[src/rtl/legv8_ctrl_pkg.sv]
// Shared encodings for the multicycle LEGv8 main control FSM and its consumers.
package legv8_ctrl_pkg;

  // Main FSM states; the numeric codes are visible on the debug state port.
  typedef enum logic [3:0] {
    ST_IDLE     = 4'd0,
    ST_FETCH    = 4'd1,
    ST_DECODE   = 4'd2,
    ST_MEM_ADDR = 4'd3,
    ST_MEM_READ = 4'd4,
    ST_LOAD_WB  = 4'd5,
    ST_STORE    = 4'd6,
    ST_R_EXEC   = 4'd7,
    ST_R_WB     = 4'd8,
    ST_CBZ      = 4'd9,
    ST_B        = 4'd10
  } state_t;

  // Instruction classes as seen by the control FSM.
  typedef enum logic [2:0] {
    CLS_R       = 3'd0,
    CLS_LDUR    = 3'd1,
    CLS_STUR    = 3'd2,
    CLS_CBZ     = 3'd3,
    CLS_B       = 3'd4,
    CLS_ILLEGAL = 3'd5
  } op_class_t;

  // Full 11-bit opcodes.
  localparam logic [10:0] OP_ADD  = 11'b10001011000;
  localparam logic [10:0] OP_SUB  = 11'b11001011000;
  localparam logic [10:0] OP_AND  = 11'b10001010000;
  localparam logic [10:0] OP_ORR  = 11'b10101010000;
  localparam logic [10:0] OP_NOR  = 11'b11101010000;
  localparam logic [10:0] OP_LDUR = 11'b11111000010;
  localparam logic [10:0] OP_STUR = 11'b11111000000;

  // Prefix-coded opcodes: CBZ uses 8 opcode bits, B uses 6.
  localparam logic [10:0] CBZ_MASK  = 11'b11111111000;
  localparam logic [10:0] CBZ_MATCH = 11'b10110100000;
  localparam logic [10:0] B_MASK    = 11'b11111100000;
  localparam logic [10:0] B_MATCH   = 11'b00010100000;

  // alu_op encodings, shared with the ALU control decoder.
  localparam logic [1:0] ALU_OP_ADD    = 2'b00;
  localparam logic [1:0] ALU_OP_PASS_B = 2'b01;
  localparam logic [1:0] ALU_OP_RTYPE  = 2'b10;

  // ALU B-operand select encodings.
  localparam logic [1:0] SRC_B_REG   = 2'b00;
  localparam logic [1:0] SRC_B_FOUR  = 2'b01;
  localparam logic [1:0] SRC_B_IMM   = 2'b10;
  localparam logic [1:0] SRC_B_BROFF = 2'b11;

  // True when the masked opcode bits equal the match pattern.
  function automatic logic op_prefix_match(input logic [10:0] op,
                                           input logic [10:0] mask,
                                           input logic [10:0] match);
    return (op & mask) == match;
  endfunction

endpackage

[src/rtl/legv8_opcode_class.sv]
// Combinational classification of the 11-bit opcode field into FSM classes.
module legv8_opcode_class
  import legv8_ctrl_pkg::*;
(
  input  logic [10:0] opcode,
  output op_class_t   op_class
);

  // Exact matches first, then the prefix-coded branches; anything else is illegal.
  always_comb begin
    op_class = CLS_ILLEGAL;
    if (opcode == OP_ADD || opcode == OP_SUB || opcode == OP_AND ||
        opcode == OP_ORR || opcode == OP_NOR)
      op_class = CLS_R;
    else if (opcode == OP_LDUR)
      op_class = CLS_LDUR;
    else if (opcode == OP_STUR)
      op_class = CLS_STUR;
    else if (op_prefix_match(opcode, CBZ_MASK, CBZ_MATCH))
      op_class = CLS_CBZ;
    else if (op_prefix_match(opcode, B_MASK, B_MATCH))
      op_class = CLS_B;
  end

endmodule

[src/rtl/legv8_multicycle_control.sv]
// Main control FSM for the multicycle LEGv8 datapath. Outputs are decoded from
// the state register; only the FETCH write enables look at mem_ready, and
// reg2loc looks at the opcode so operand reads are right from DECODE onward.
module legv8_multicycle_control
  import legv8_ctrl_pkg::*;
(
  input  logic        clk,
  input  logic        reset,
  input  logic [10:0] opcode,
  input  logic        zero,
  input  logic        mem_ready,
  output logic [1:0]  alu_op,
  output logic        alu_src_a,
  output logic [1:0]  alu_src_b,
  output logic        mem_read,
  output logic        mem_write,
  output logic        i_or_d,
  output logic        ir_write,
  output logic        reg_write,
  output logic        mem_to_reg,
  output logic        reg2loc,
  output logic        pc_source,
  output logic        pc_en,
  output logic        illegal,
  output logic [3:0]  state
);

  state_t    state_q, state_d;
  logic      illegal_q, illegal_d;
  op_class_t op_class;
  logic      pc_write, pc_write_cond;

  legv8_opcode_class u_class (
    .opcode   (opcode),
    .op_class (op_class)
  );

  // Next-state and sticky illegal-flag logic.
  always_comb begin
    state_d   = state_q;
    illegal_d = illegal_q;
    unique case (state_q)
      ST_IDLE:     state_d = ST_FETCH;
      ST_FETCH:    if (mem_ready) state_d = ST_DECODE;
      ST_DECODE: begin
        unique case (op_class)
          CLS_R:    state_d = ST_R_EXEC;
          CLS_LDUR: state_d = ST_MEM_ADDR;
          CLS_STUR: state_d = ST_MEM_ADDR;
          CLS_CBZ:  state_d = ST_CBZ;
          CLS_B:    state_d = ST_B;
          default: begin
            state_d   = ST_FETCH;
            illegal_d = 1'b1;
          end
        endcase
      end
      // The IR is not rewritten after FETCH, so the class is still valid here.
      ST_MEM_ADDR: state_d = (op_class == CLS_STUR) ? ST_STORE : ST_MEM_READ;
      ST_MEM_READ: if (mem_ready) state_d = ST_LOAD_WB;
      ST_LOAD_WB:  state_d = ST_FETCH;
      ST_STORE:    if (mem_ready) state_d = ST_FETCH;
      ST_R_EXEC:   state_d = ST_R_WB;
      ST_R_WB:     state_d = ST_FETCH;
      ST_CBZ:      state_d = ST_FETCH;
      ST_B:        state_d = ST_FETCH;
      default:     state_d = ST_IDLE;
    endcase
  end

  // State and illegal-flag registers with asynchronous reset.
  always_ff @(posedge clk or posedge reset) begin
    if (reset) begin
      state_q   <= ST_IDLE;
      illegal_q <= 1'b0;
    end else begin
      state_q   <= state_d;
      illegal_q <= illegal_d;
    end
  end

  // Moore output decode; every output defaults to 0 so IDLE (and reset) is quiet.
  always_comb begin
    alu_op        = ALU_OP_ADD;
    alu_src_a     = 1'b0;
    alu_src_b     = SRC_B_REG;
    mem_read      = 1'b0;
    mem_write     = 1'b0;
    i_or_d        = 1'b0;
    ir_write      = 1'b0;
    reg_write     = 1'b0;
    mem_to_reg    = 1'b0;
    pc_source     = 1'b0;
    pc_write      = 1'b0;
    pc_write_cond = 1'b0;
    unique case (state_q)
      ST_FETCH: begin
        mem_read  = 1'b1;
        alu_src_b = SRC_B_FOUR;
        // IR load and PC+4 happen only on the cycle memory delivers the word.
        ir_write  = mem_ready;
        pc_write  = mem_ready;
      end
      ST_DECODE: alu_src_b = SRC_B_BROFF;
      ST_MEM_ADDR: begin
        alu_src_a = 1'b1;
        alu_src_b = SRC_B_IMM;
      end
      ST_MEM_READ: begin
        mem_read = 1'b1;
        i_or_d   = 1'b1;
      end
      ST_LOAD_WB: begin
        reg_write  = 1'b1;
        mem_to_reg = 1'b1;
      end
      // mem_write is held as a request for the whole stall.
      ST_STORE: begin
        mem_write = 1'b1;
        i_or_d    = 1'b1;
      end
      ST_R_EXEC: begin
        alu_src_a = 1'b1;
        alu_op    = ALU_OP_RTYPE;
      end
      ST_R_WB: reg_write = 1'b1;
      ST_CBZ: begin
        alu_src_a     = 1'b1;
        alu_op        = ALU_OP_PASS_B;
        pc_write_cond = 1'b1;
        pc_source     = 1'b1;
      end
      ST_B: begin
        pc_write  = 1'b1;
        pc_source = 1'b1;
      end
      default: ;
    endcase
  end

  // reg2loc selects Rt as the second read register for STUR and CBZ; forced low in IDLE.
  always_comb begin
    reg2loc = (state_q != ST_IDLE) &&
              (op_class == CLS_STUR || op_class == CLS_CBZ);
  end

  assign pc_en   = pc_write | (pc_write_cond & zero);
  assign illegal = illegal_q;
  assign state   = state_q;

endmodule

[config.mk]
export PLATFORM = sky130hd
export DESIGN_NAME = legv8_multicycle_control
export DESIGN_NICKNAME = d
export VERILOG_FILES = /design/src/rtl/legv8_ctrl_pkg.sv /design/src/rtl/legv8_opcode_class.sv /design/src/rtl/legv8_multicycle_control.sv
export SDC_FILE = /design/constraint.sdc
export NUM_CORES = 1
export LEC_CHECK = 0
export ABC_AREA = 1
export CAP_MARGIN = 20
export CORE_ASPECT_RATIO = 0.7
export CORE_UTILIZATION = 25
export CTS_CLUSTER_SIZE = 25
export DETAILED_ROUTE_END_ITERATION = 16
export PLACE_DENSITY_LB_ADDON = 0.2
export SLEW_MARGIN = 20
export SYNTH_ARGS = -nofsm -noshare
export SYNTH_HDL_FRONTEND = slang
export SYNTH_HIERARCHICAL = 1
export SYNTH_SLANG_ARGS = --single-unit
[constraint.sdc]
create_clock -name clk -period 3.85 [get_ports clk]
set_clock_uncertainty 0.15 [all_clocks]
set_input_delay 0.77 -clock clk [delete_from_list [all_inputs] [get_ports clk]]
set_output_delay 0.77 -clock clk [all_outputs]
set_load 0.01 [all_outputs]
After elaboration in Yosys (flattened, before gate mapping):

Index checks and enable logic that the tools add are counted.

* eq/ne operators: 26
* muxes and demuxes: 23
* bitwise operators: 3
* reductions and logical operators: 19

Operator list (number)
* equality test 11 bit, second input constant: 7
* one-hot mux 4 bit (7 select lines): 1
* equality test 4 x 3 -> 1 bit, second input constant: 4
* one-hot mux 4 bit (4 select lines): 1
* equality test 4 bit, second input constant: 3
* two-way mux 3 bit: 4
* two-way mux 4 bit: 3
* two-way mux 1 bit: 10
* OR reduction 2 bit: 5
* OR reduction 5 bit: 2
* equality test 4 x 2 -> 1 bit, second input constant: 2
* equality test 8 bit, second input constant: 1
* equality test 3 x 2 -> 1 bit, second input constant: 2
* equality test 6 x 3 -> 1 bit, second input constant: 1
* inequality test 2 bit, second input constant: 3
* one-hot mux 2 bit (3 select lines): 1
* logical OR 1 bit: 5
* equality test 4 x 1 -> 1 bit, second input constant: 1
* logical NOT 4 bit: 1
* one-hot mux 2 bit (2 select lines): 1
* nonzero test 4 bit: 1
* equality test 3 x 1 -> 1 bit, second input constant: 1
* equality test 3 bit, second input constant: 1
* logical NOT 3 bit: 1
* 9 further kinds: 9

* register bits: 5
* bits of input ports: 15
* output and inout port bits: 19
* logic and storage cells: 73

Logic depth before layout (Yosys ltp):

Gate-level depths: netlist (run 1).

* word-level depth: 10
* gate-level depth with buffers: 15
* depth with buffers taken out: 15

Modules after synthesis:

Netlist (run 1), hierarchy kept.

By module, submodules not included
* legv8_multicycle_control: instances 1, cells each 81, area each 478.0 um^2, seq. area each 125.1 um^2
* legv8_opcode_class: instances 1, cells each 39, area each 185.2 um^2, seq. area each 0.0 um^2

Least setup slack after synthesis (run 1):

OpenSTA, ideal clock, no wires.

* path kind: input -> output
* from: input port opcode[5]
* to: output port reg2loc
* arrival time: 1634 ps
* required time: 2930 ps
* slack: 1296 ps
* stages: 9
* path buffers: 0
* cells stage by stage: inv_1 -> nand2_1 -> nor3_4 -> nand2_2 -> nand2_2 -> nor2_2 -> inv_1 -> nand2_1 -> a21oi_1

* word-level cells in the longest chain between the ends: 9
* elaborated cells on any way between the ends: 22
* classes of those cells: eq/ne (11); mux (5); reduce/logical (6)

Ends and longest elaborated chain
* start, declared: line legv8_multicycle_control.sv:9 `input logic [10:0] opcode,`
* parallel branches: the longest is 5 deep, another holds equality test 8 bit
* two-way mux 3 bit (*): line legv8_opcode_class.sv:12 `if (opcode == OP_ADD || opcode == OP_SUB || opcode == OP_AND ||`
* via op_class[1]: line legv8_multicycle_control.sv:30 `op_class_t op_class;`
* equality test 3 x 2 -> 1 bit: line legv8_multicycle_control.sv:144 `(op_class == CLS_STUR || op_class == CLS_CBZ);`
* logical OR 1 bit (*): line legv8_multicycle_control.sv:144
* logical AND 1 bit (*): line legv8_multicycle_control.sv:143 `reg2loc = (state_q != ST_IDLE) &&`
* end, declared: line legv8_multicycle_control.sv:21 `output logic reg2loc,`

Mark *: on every way through the listed nets, which the timed path passes.

Final worst setup path (run 1):

* from: input port opcode[8]
* to: output port reg2loc

Same word-level chain as after synthesis.

==> flow_metrics.tcl, run 1 <==
set metrics [dict create \
    outcome "complete, no violations" \
    finalPower_uw 537 \
    cts-hold-fix-buffers 0 \
    ir_drop_v 0.000266 \
    layout_min_cycle_time_ns 3.61 \
    diodes 0 \
    wl_per_cell_um 9.05 \
    grt_max_degree 8 \
    die_area_mm2 0.00287 \
    drt_iter0_markers 12 \
    final_layout_size_suffix_gt1_frac 0.166 \
    worst_pin_slew_ns 0.224 \
    drc 0 \
    r2r_cells 7 \
    ant_nets 0 \
    fin_nets 173 \
    grt_pass1_wl_um 2930 \
    rows 15 \
    r2r_end "state[2]$_DFFE_PP0P_" \
    rsz0062_at_grt "false" \
    timing.critical_path.to "reg2loc" \
    hold_violations 0 \
    synth.distinct_cells 21 \
    drt_pre_antenna_iters 4 \
    path_clk_slew_ns 0.03 \
    fmax_mhz 277 \
    arrival_ns 2.69 \
    synth_common_cells "nand2_1 (36), nor2_1 (20), inv_1 (19)" \
    core_mm2 0.00248 \
    hold_depth 1 \
    critPathKind "in2out" \
    setup_violations 0 \
    io_pins 34 \
    worstSetupStartpointType "input pin" \
    wl_um 1730 \
    start_util 0.268 \
    syn_area_per_cell_um2 5.53 \
    track_usage 0.135 \
    gp_congestion 0.863 \
    r2r-start "state[0]$_DFFE_PP0P_" \
    cts-root-buf "clkbuf_8" \
    crit_path_start "opcode[8]" \
    tns_ns 0 \
    htree_levels 1 \
    synth_top_area_cell "nand2_1" \
    vias 795 \
    viasPerCell 4.16 \
    die_h_um 45.1 \
    crit_fanout 5 \
    grt_pass1_vias 690 \
    async_reset_ff_frac 1.00 \
    power_density_mw_per_mm2 496 \
    cts_tree "built" \
    synth.most_common_cell "nand2_1" \
    die_x_um 63.6 \
    max-cap-violations 0 \
    post-cts-setup-buffer-count 0 \
    clk_path_buf_depth 2 \
    cts.repair.resized 0 \
    r2r_slack_ns 2.50 \
    endpoint_kind "output port" \
    min_path_type "reg2reg" \
    synth_ff_type "dfrtp_1" \
    antenna_found_initial 0 \
    clk_latency_ns 0.22 \
    p_leak_nw 0.551 \
    yosys_register_bits 5 \
    fin_crit_sh 0.937 \
    relSlewSlack 0.851 \
    cts_made_buffers 3 \
    yosysWarnings 6 \
    yosysTopAreaCellShare 0.204 \
    synthToLayoutAreaGrowth_pct 63.0 \
    syn_nets 135 \
    yosysSeqAreaShare 0.189 \
    port_buffers 33 \
    synth-edff-count 0 \
    maxSlewViolCount 0 \
    grt.overflow.total 0 \
    final_util 0.436 \
    synth_area_leaders "nand2_1 (20%), dfrtp_1 (19%), nor2_1 (11%)" \
    synth_area_um2 663 \
    required_ns 2.93 \
    cts.sinks 5 \
    dp_hpwl_um 1500 \
    synth_cells 120 \
]
==> placed cells by master (no fill, tap or decap) <==
| cell type | netlist | layout |
|---|---|---|
| a21oi_1 | 1 | 1 |
| a31o_2 | 1 | 1 |
| clkbuf_1 | 0 | 1 |
| clkbuf_8 | 0 | 3 |
| clkdlybuf4s50_1 | 0 | 33 |
| dfrtp_1 | 5 | 5 |
| inv_1 | 19 | 19 |
| inv_2 | 6 | 6 |
| nand2_1 | 36 | 36 |
| nand2_2 | 8 | 8 |
| nand2_4 | 1 | 1 |
| nand3_1 | 6 | 6 |
| nand3_2 | 1 | 1 |
| nand4_1 | 2 | 2 |
| nor2_1 | 20 | 20 |
| nor2_2 | 1 | 1 |
| nor2_4 | 2 | 2 |
| nor3_1 | 3 | 3 |
| nor3_4 | 1 | 1 |
| o21ai_0 | 2 | 2 |
| o21ai_1 | 1 | 1 |
| o21ai_2 | 2 | 2 |
| o21bai_1 | 1 | 1 |
| o22ai_1 | 1 | 1 |
==> through the flow <==
step	worst slack, ns	cells	cell area (µm²)	hold WS (ns)
after floorplan	1.30	120	663	0.363
after global placement	0.307	187	1040	0.315
after detailed placement	0.240	187	1040	0.321
after CTS	0.233	191	1080	0.333
after global routing	0.0987	191	1080	0.369
final	0.243	191	1080	0.324
==> per-layer routing <==
metal	GRT usage	part of all wire	vias up
met5	0	0	-
met4	0.0545	0.016	0
met3	0.0303	0.035	4
met2	0.200	0.40	12
met1	0.191	0.55	335
li1	-	-	444
==> critical path, cell delays in order <==
cell,delay [ns]
clkdlybuf4s50_1,0.54
nand2_2,0.10
nor3_4,0.21
nand2_2,0.08
nand2_2,0.10
nor2_2,0.07
inv_1,0.08
nand2_1,0.05
a21oi_1,0.13
clkdlybuf4s50_1,0.55
==> worst min-delay path by stage <==
stage | startpoint | end | slack, ns
floorplan | illegal$_DFFE_PP0P_ | illegal$_DFFE_PP0P_ | 0.36
global placement | illegal$_DFFE_PP0P_ | illegal$_DFFE_PP0P_ | 0.31
detailed placement | illegal$_DFFE_PP0P_ | illegal$_DFFE_PP0P_ | 0.32
CTS | illegal$_DFFE_PP0P_ | illegal$_DFFE_PP0P_ | 0.33
global route | illegal$_DFFE_PP0P_ | illegal$_DFFE_PP0P_ | 0.37
finish | illegal$_DFFE_PP0P_ | illegal$_DFFE_PP0P_ | 0.32
==> state kept, by name, summed over array words and instances (netlist names) <==
| signal | flops |
|---|---|
| state | 4 |
| illegal | 1 |
==> where the power goes <==
group	internal (mW)	switching, mW
Sequential	0.0675	0.0210
Combinational	0.162	0.189
Clock	0.0711	0.0264
Total	0.300	0.236
==> final cells by class <==
cell class | count | area [µm²]
repair buffers | 33 | 330
inverters | 25 | 93.8
fillers | 271 | 1400
flip-flops and latches | 5 | 125
multi-input cells | 90 | 444
clock buffers | 4 | 45.0
well taps | 34 | 42.5
==> logic make-up (layout without fill, tap and decap cells) <==
family                 Yosys count  count (layout)  share of synthesized area
and+or+nand+nor                 81              81                      0.579
buffers and inverters           25              62                      0.142
AOI/OAI and AO/OA                9               9                     0.0906
DFF                              5               5                      0.189
(Power assumes the default switching activity.)
==> inputs of run 2 (changes only) <==
- CORE_MARGIN: default -> 2
==> run 2 against run 1 <==
Compared with the run above: clock power fell by 2.7%; clock-buffer cell count is the same; combinational power barely moved; maximum frequency is 0.59% lower; non-clock buffer count unchanged; register-to-register slack about the same; sequential power is 2.5% lower; sequential cell count unchanged; worst hold slack gained 0.017 ns; die area increased by 7.7%; critical path depth unchanged; via count is 0.63% higher; critical endpoint unchanged; largest power group unchanged.
==> flow_metrics.tcl, run 2 (same netlist as run 1, synthesis figures left out) <==
set metrics [dict create \
    required_ns 2.93 \
    outcome "complete, no violations" \
    ir_drop_v 0.000172 \
    final_layout_size_suffix_gt1_frac 0.166 \
    min_from "illegal$_DFFE_PP0P_" \
    path_cells "clkdlybuf4s50_1 -> nand2_2 -> nor3_4 -> nand2_2 -> nand2_2 -> nor2_2 -> inv_1 -> nand2_1 -> a21oi_1 -> clkdlybuf4s50_1" \
    cts-root-buf "clkbuf_8" \
    path_common_cell "nand2_2" \
    worst_pin_slew_ns 0.230 \
    swShare 0.435 \
    wl_per_cell_um 9.41 \
    grt_pass1_vias 755 \
    ant_nets 0 \
    die_x_um 65.6 \
    layout_min_cycle_time_ns 3.63 \
    holdPathEnd "illegal$_DFFE_PP0P_" \
    cts_tree "built" \
    max_stage_delay_ns 0.55 \
    arrival_ns 2.71 \
    drt_iter0_markers 31 \
    p_int_uw 300 \
    path_clk_slew_ns 0.03 \
    r2r_slack_ns 2.51 \
    fin_nets 173 \
    crit_fanout 5 \
    power_density_mw_per_mm2 491 \
    port_buffers 33 \
    drc 0 \
    vias 800 \
    start_util 0.266 \
    worstSetupStartpointType "input pin" \
    synthToLayoutAreaGrowth_pct 63.0 \
    hold_violations 0 \
    power_frac_seq 0.162 \
    maxSlewViolCount 0 \
    rows 15 \
    htree_levels 1 \
    fmax_mhz 276 \
    p_comb_frac 0.659 \
    final_common_cell "nand2_1" \
    power.net_switching_uw 231 \
    die_h_um 47.1 \
    grt.overflow.total 0 \
    largest_reg_flops 4 \
    cts.sinks 5 \
    stdcell_count 191 \
    relSlewSlack 0.846 \
    setup_ws_ns 0.222 \
    p_clk_frac 0.179 \
    cp_slowest_cell "clkdlybuf4s50_1" \
    antenna_found_initial 0 \
    p_leak_nw 0.551 \
    clk_latency_ns 0.22 \
    r2r_cells 8 \
    setup_violations 0 \
    cts.repair.resized 0 \
    rsz0062_at_grt "false" \
    cts-hold-fix-buffers 0 \
    finalPower_uw 531 \
    post-place-ws_ns 0.218 \
    track_usage 0.124 \
    drt_pre_antenna_iters 4 \
    grt_pass1_wl_um 3010 \
    final_cell_mix "nand2_1 (36), clkdlybuf4s50_1 (33), nor2_1 (20), inv_1 (19), nand2_2 (8)" \
    max-cap-violations 0 \
    cts_made_buffers 3 \
    clk_path_buf_depth 2 \
    placed_cells_incl_taps 187 \
    min_path_type "reg2reg" \
    dp_hpwl_um 1530 \
    gp_congestion 0.788 \
    diodes 0 \
    core_mm2 0.00250 \
    hold_depth 1 \
    hold_slack_ns 0.342 \
    critPathKind "in2out" \
    wl_um 1800 \
    grt_max_degree 8 \
    crit_family "buffers and inverters" \
    endpoint_kind "output port" \
    io_pins 34 \
    die_area_mm2 0.00309 \
    r2r_end "state[2]$_DFFE_PP0P_" \
    crit_buf_inv 3 \
    tns_ns 0 \
    fillers 257 \
    fin_crit_sh 0.942 \
    viasPerCell 4.19 \
    r2r-start "state[3]$_DFFE_PP0P_" \
    post-cts-setup-buffer-count 0 \
]
run 2: worst reg2reg max path: stages, from the launching register on:
cell and delay (ns):
dfrtp_1 0.44, inv_2 0.13, nand2_4 0.08, inv_2 0.07, nand2_2 0.09, nand2_2 0.10
nand2_2 0.06, nand2_1 0.06, nand2_1 0.05
run 2: cell type report:
type	instances	area (µm²)	share of cell area
multi-input combinational	90	444	0.411
timing repair buffer	33	330	0.306
sequential	5	125	0.116
inverter	25	93.8	0.0868
clock buffer	4	45.0	0.0417
tap	34	42.5	0.0394
run 2: how the worst max path moves through the flow:
stage                         start      end  slack [ns]  cells past startpoint
after floorplan           opcode[5]  reg2loc        1.30                      9
after global placement    opcode[8]  reg2loc        0.26                     10
after detailed placement  opcode[8]  reg2loc        0.22                     10
after CTS                 opcode[8]  reg2loc        0.21                     10
after global routing      opcode[8]  reg2loc        0.05                     10
final                     opcode[8]  reg2loc        0.22                     10
run 2: metal layers:
metal | vias up | wire (µm) | GRT usage
li1 | 438 | - | -
met1 | 340 | 892 | 0.161
met2 | 22 | 805 | 0.218
met3 | 0 | 100 | 0.0384
met4 | 0 | 0 | 0.00417
met5 | - | 0 | 0
run 2: power groups by stage:
stage | sequential (mW) | combinational (mW) | clock (mW)
floorplan | 0.0901 | 0.190 | 0
global placement | 0.0872 | 0.350 | 0
detailed placement | 0.0875 | 0.352 | 0
CTS | 0.0867 | 0.354 | 0.0982
global route | 0.0888 | 0.387 | 0.102
finish | 0.0863 | 0.350 | 0.0949
run 2: through the flow:
step	util	cell area [µm²]
after CTS	0.433	1080
after global placement	0.415	1040
final	0.433	1080
after detailed placement	0.415	1040
after global routing	0.433	1080
after floorplan	-	663
==> edit, RTL diff (config.mk and constraints of run 1) <==
Reset style: synchronous (`reset`), changed in one clocked block. Comments in the files are not updated.
--- a/src/rtl/legv8_multicycle_control.sv
+++ b/src/rtl/legv8_multicycle_control.sv
@@ -71,3 +71,3 @@
   // State and illegal-flag registers with asynchronous reset.
-  always_ff @(posedge clk or posedge reset) begin
+  always_ff @(posedge clk) begin
     if (reset) begin
Check against the original RTL: differs if reset is asserted again (counterexample within 4 cycles, from zero or initial values and one cycle with reset high); with reset held inactive, the same outputs for 10 cycles.
==> edit against run 1 <==
Fmax fell by 2.1%; power fell by 20%; critical endpoint unchanged; final area rose by 1.3%; sequential cell count did not move; critical path type unchanged; wire length rose by 6.7%; count of clock-buffer cells in the layout did not move; combinational power fell by 29%; clock power fell by 2.3%; synthesized area rose by 2.1%; worst setup slack got worse by 0.079 ns; critical path depth did not move.
==> edit: results (changes against run 1) <==
| Metric | Value |
|---|---|
| Status | `complete, no violations` |
| FFs w/ async S/R, synth | `0% (-100 points)` |
| Sequential share of the synthesized area | `14.8% (-4.1 points)` |
| Largest net degree at the start of global routing | `7 (-1)` |
| Grt met1 use | `19.1% (+0.033 points)` |
| Maximum vdd drop | `0.248 mV (-6.9%)` |
| Synth cell count leaders | `32 x nand2_1, 21 x nor2_1, 14 x inv_1` |
| Final WL | `1840 µm (+6.7%)` |
| Area contributors post-synth | `nand2_1 18%, dfxtp_1 15%, nor2_1 12%` |
| Global placement routability congestion | `0.794 (-7.9%)` |
| Crit path DAT | `2.77 ns (+0.08 ns)` |
| DP Area | `0.00105 mm² (+1.3%)` |
| Top_reg_cell synth | `dfxtp_1` |
| Synth Instances | `122 (+1.7%)` |
| Hold endpoint | `illegal$_SDFFE_PP0P_` |
| Fin Hold WS | `0.328 ns (+0.00320 ns)` |
| Fin nets | `175 (+1.2%)` |
| GR Util met2 | `19.6% (-0.43 points)` |
| Vias in the first global route | `684 (-0.87%)` |
| Dpl cells | `189 (+1.1%)` |
| RR Startpoint | `state[0]$_SDFFE_PP0P_` |
| Reg2Reg Setup Slack | `2.46 ns (-0.04 ns)` |
| Post-DP HPWL | `1620 µm (+8.0%)` |
| Synth unique cells | `20 (-4.8%)` |
| Setup WS pre-CTS | `0.194 ns (-0.0453 ns)` |
| Syn_nets | `137 (+1.5%)` |
| Worst Hold Launch | `illegal$_SDFFE_PP0P_` |
| DR iter-0 viols | `21 (+9)` |
| Share of cells above drive strength 1 | `20.1% (+3.6 points)` |
| Hold depth | `2 (+1)` |
| Slew margin rel. | `77.1% (-7.9 points)` |
==> edit: cell count changes after synthesis, sizes merged <==
cell | run 1 | this run
a21oi | 1 | 9
a31o | 1 | 0
dfrtp | 5 | 0
dfxtp | 0 | 5
inv | 25 | 21
nand2 | 45 | 43
nand3b | 0 | 1
nand4 | 2 | 1
nor2 | 23 | 27
o21ai | 5 | 4
o21bai | 1 | 0
o22ai | 1 | 0
==> edit: worst max path at each step <==
stage / endpoint / slack (ns) / cells past startpoint
6_report: reg2loc / 0.16 / 10
5_1_grt: reg2loc / 0.04 / 10
4_1_cts: reg2loc / 0.19 / 10
3_5_place_dp: reg2loc / 0.19 / 10
3_3_place_gp: reg2loc / 0.23 / 10
2_1_floorplan: reg2loc / 1.27 / 9
==> edit: layout make-up <==
type	count	area, µm²
flip-flops and latches	5	100
well taps	34	42.5
clock buffers	4	45.0
fillers	275	1420
repair buffers	33	330
inverters	21	78.8
multi-input cells	96	498
==> edit: where the power goes <==
| part | switching (µW) | internal (µW) | leakage (µW) |
|---|---|---|---|
| combinational | 133 | 118 | 0.000456 |
| sequential | 18.1 | 63.3 | 0.0000409 |
| clock | 24.4 | 71.0 | 0.0000228 |
| total | 175 | 252 | 0.000519 |
==> edit: cell families after synthesis <==
kind of cell	share of synthesized area [%]
buf+inv	11.6
flops	14.8
compound gates	10.2
simple gates	63.4
==> edit: per-layer routing <==
metal | routed length (µm) | vias to the layer above
met2 | 744 | 18
met1 | 1050 | 349
met4 | 0 | 0
met5 | 0 | -
li1 | - | 448
met3 | 48 | 0
==> edit: tightest hold or removal path, cell delays in order, from the launching register on <==
cell and delay (ns):
dfxtp_1 0.32, a21oi_1 0.04, nor2_1 0.08
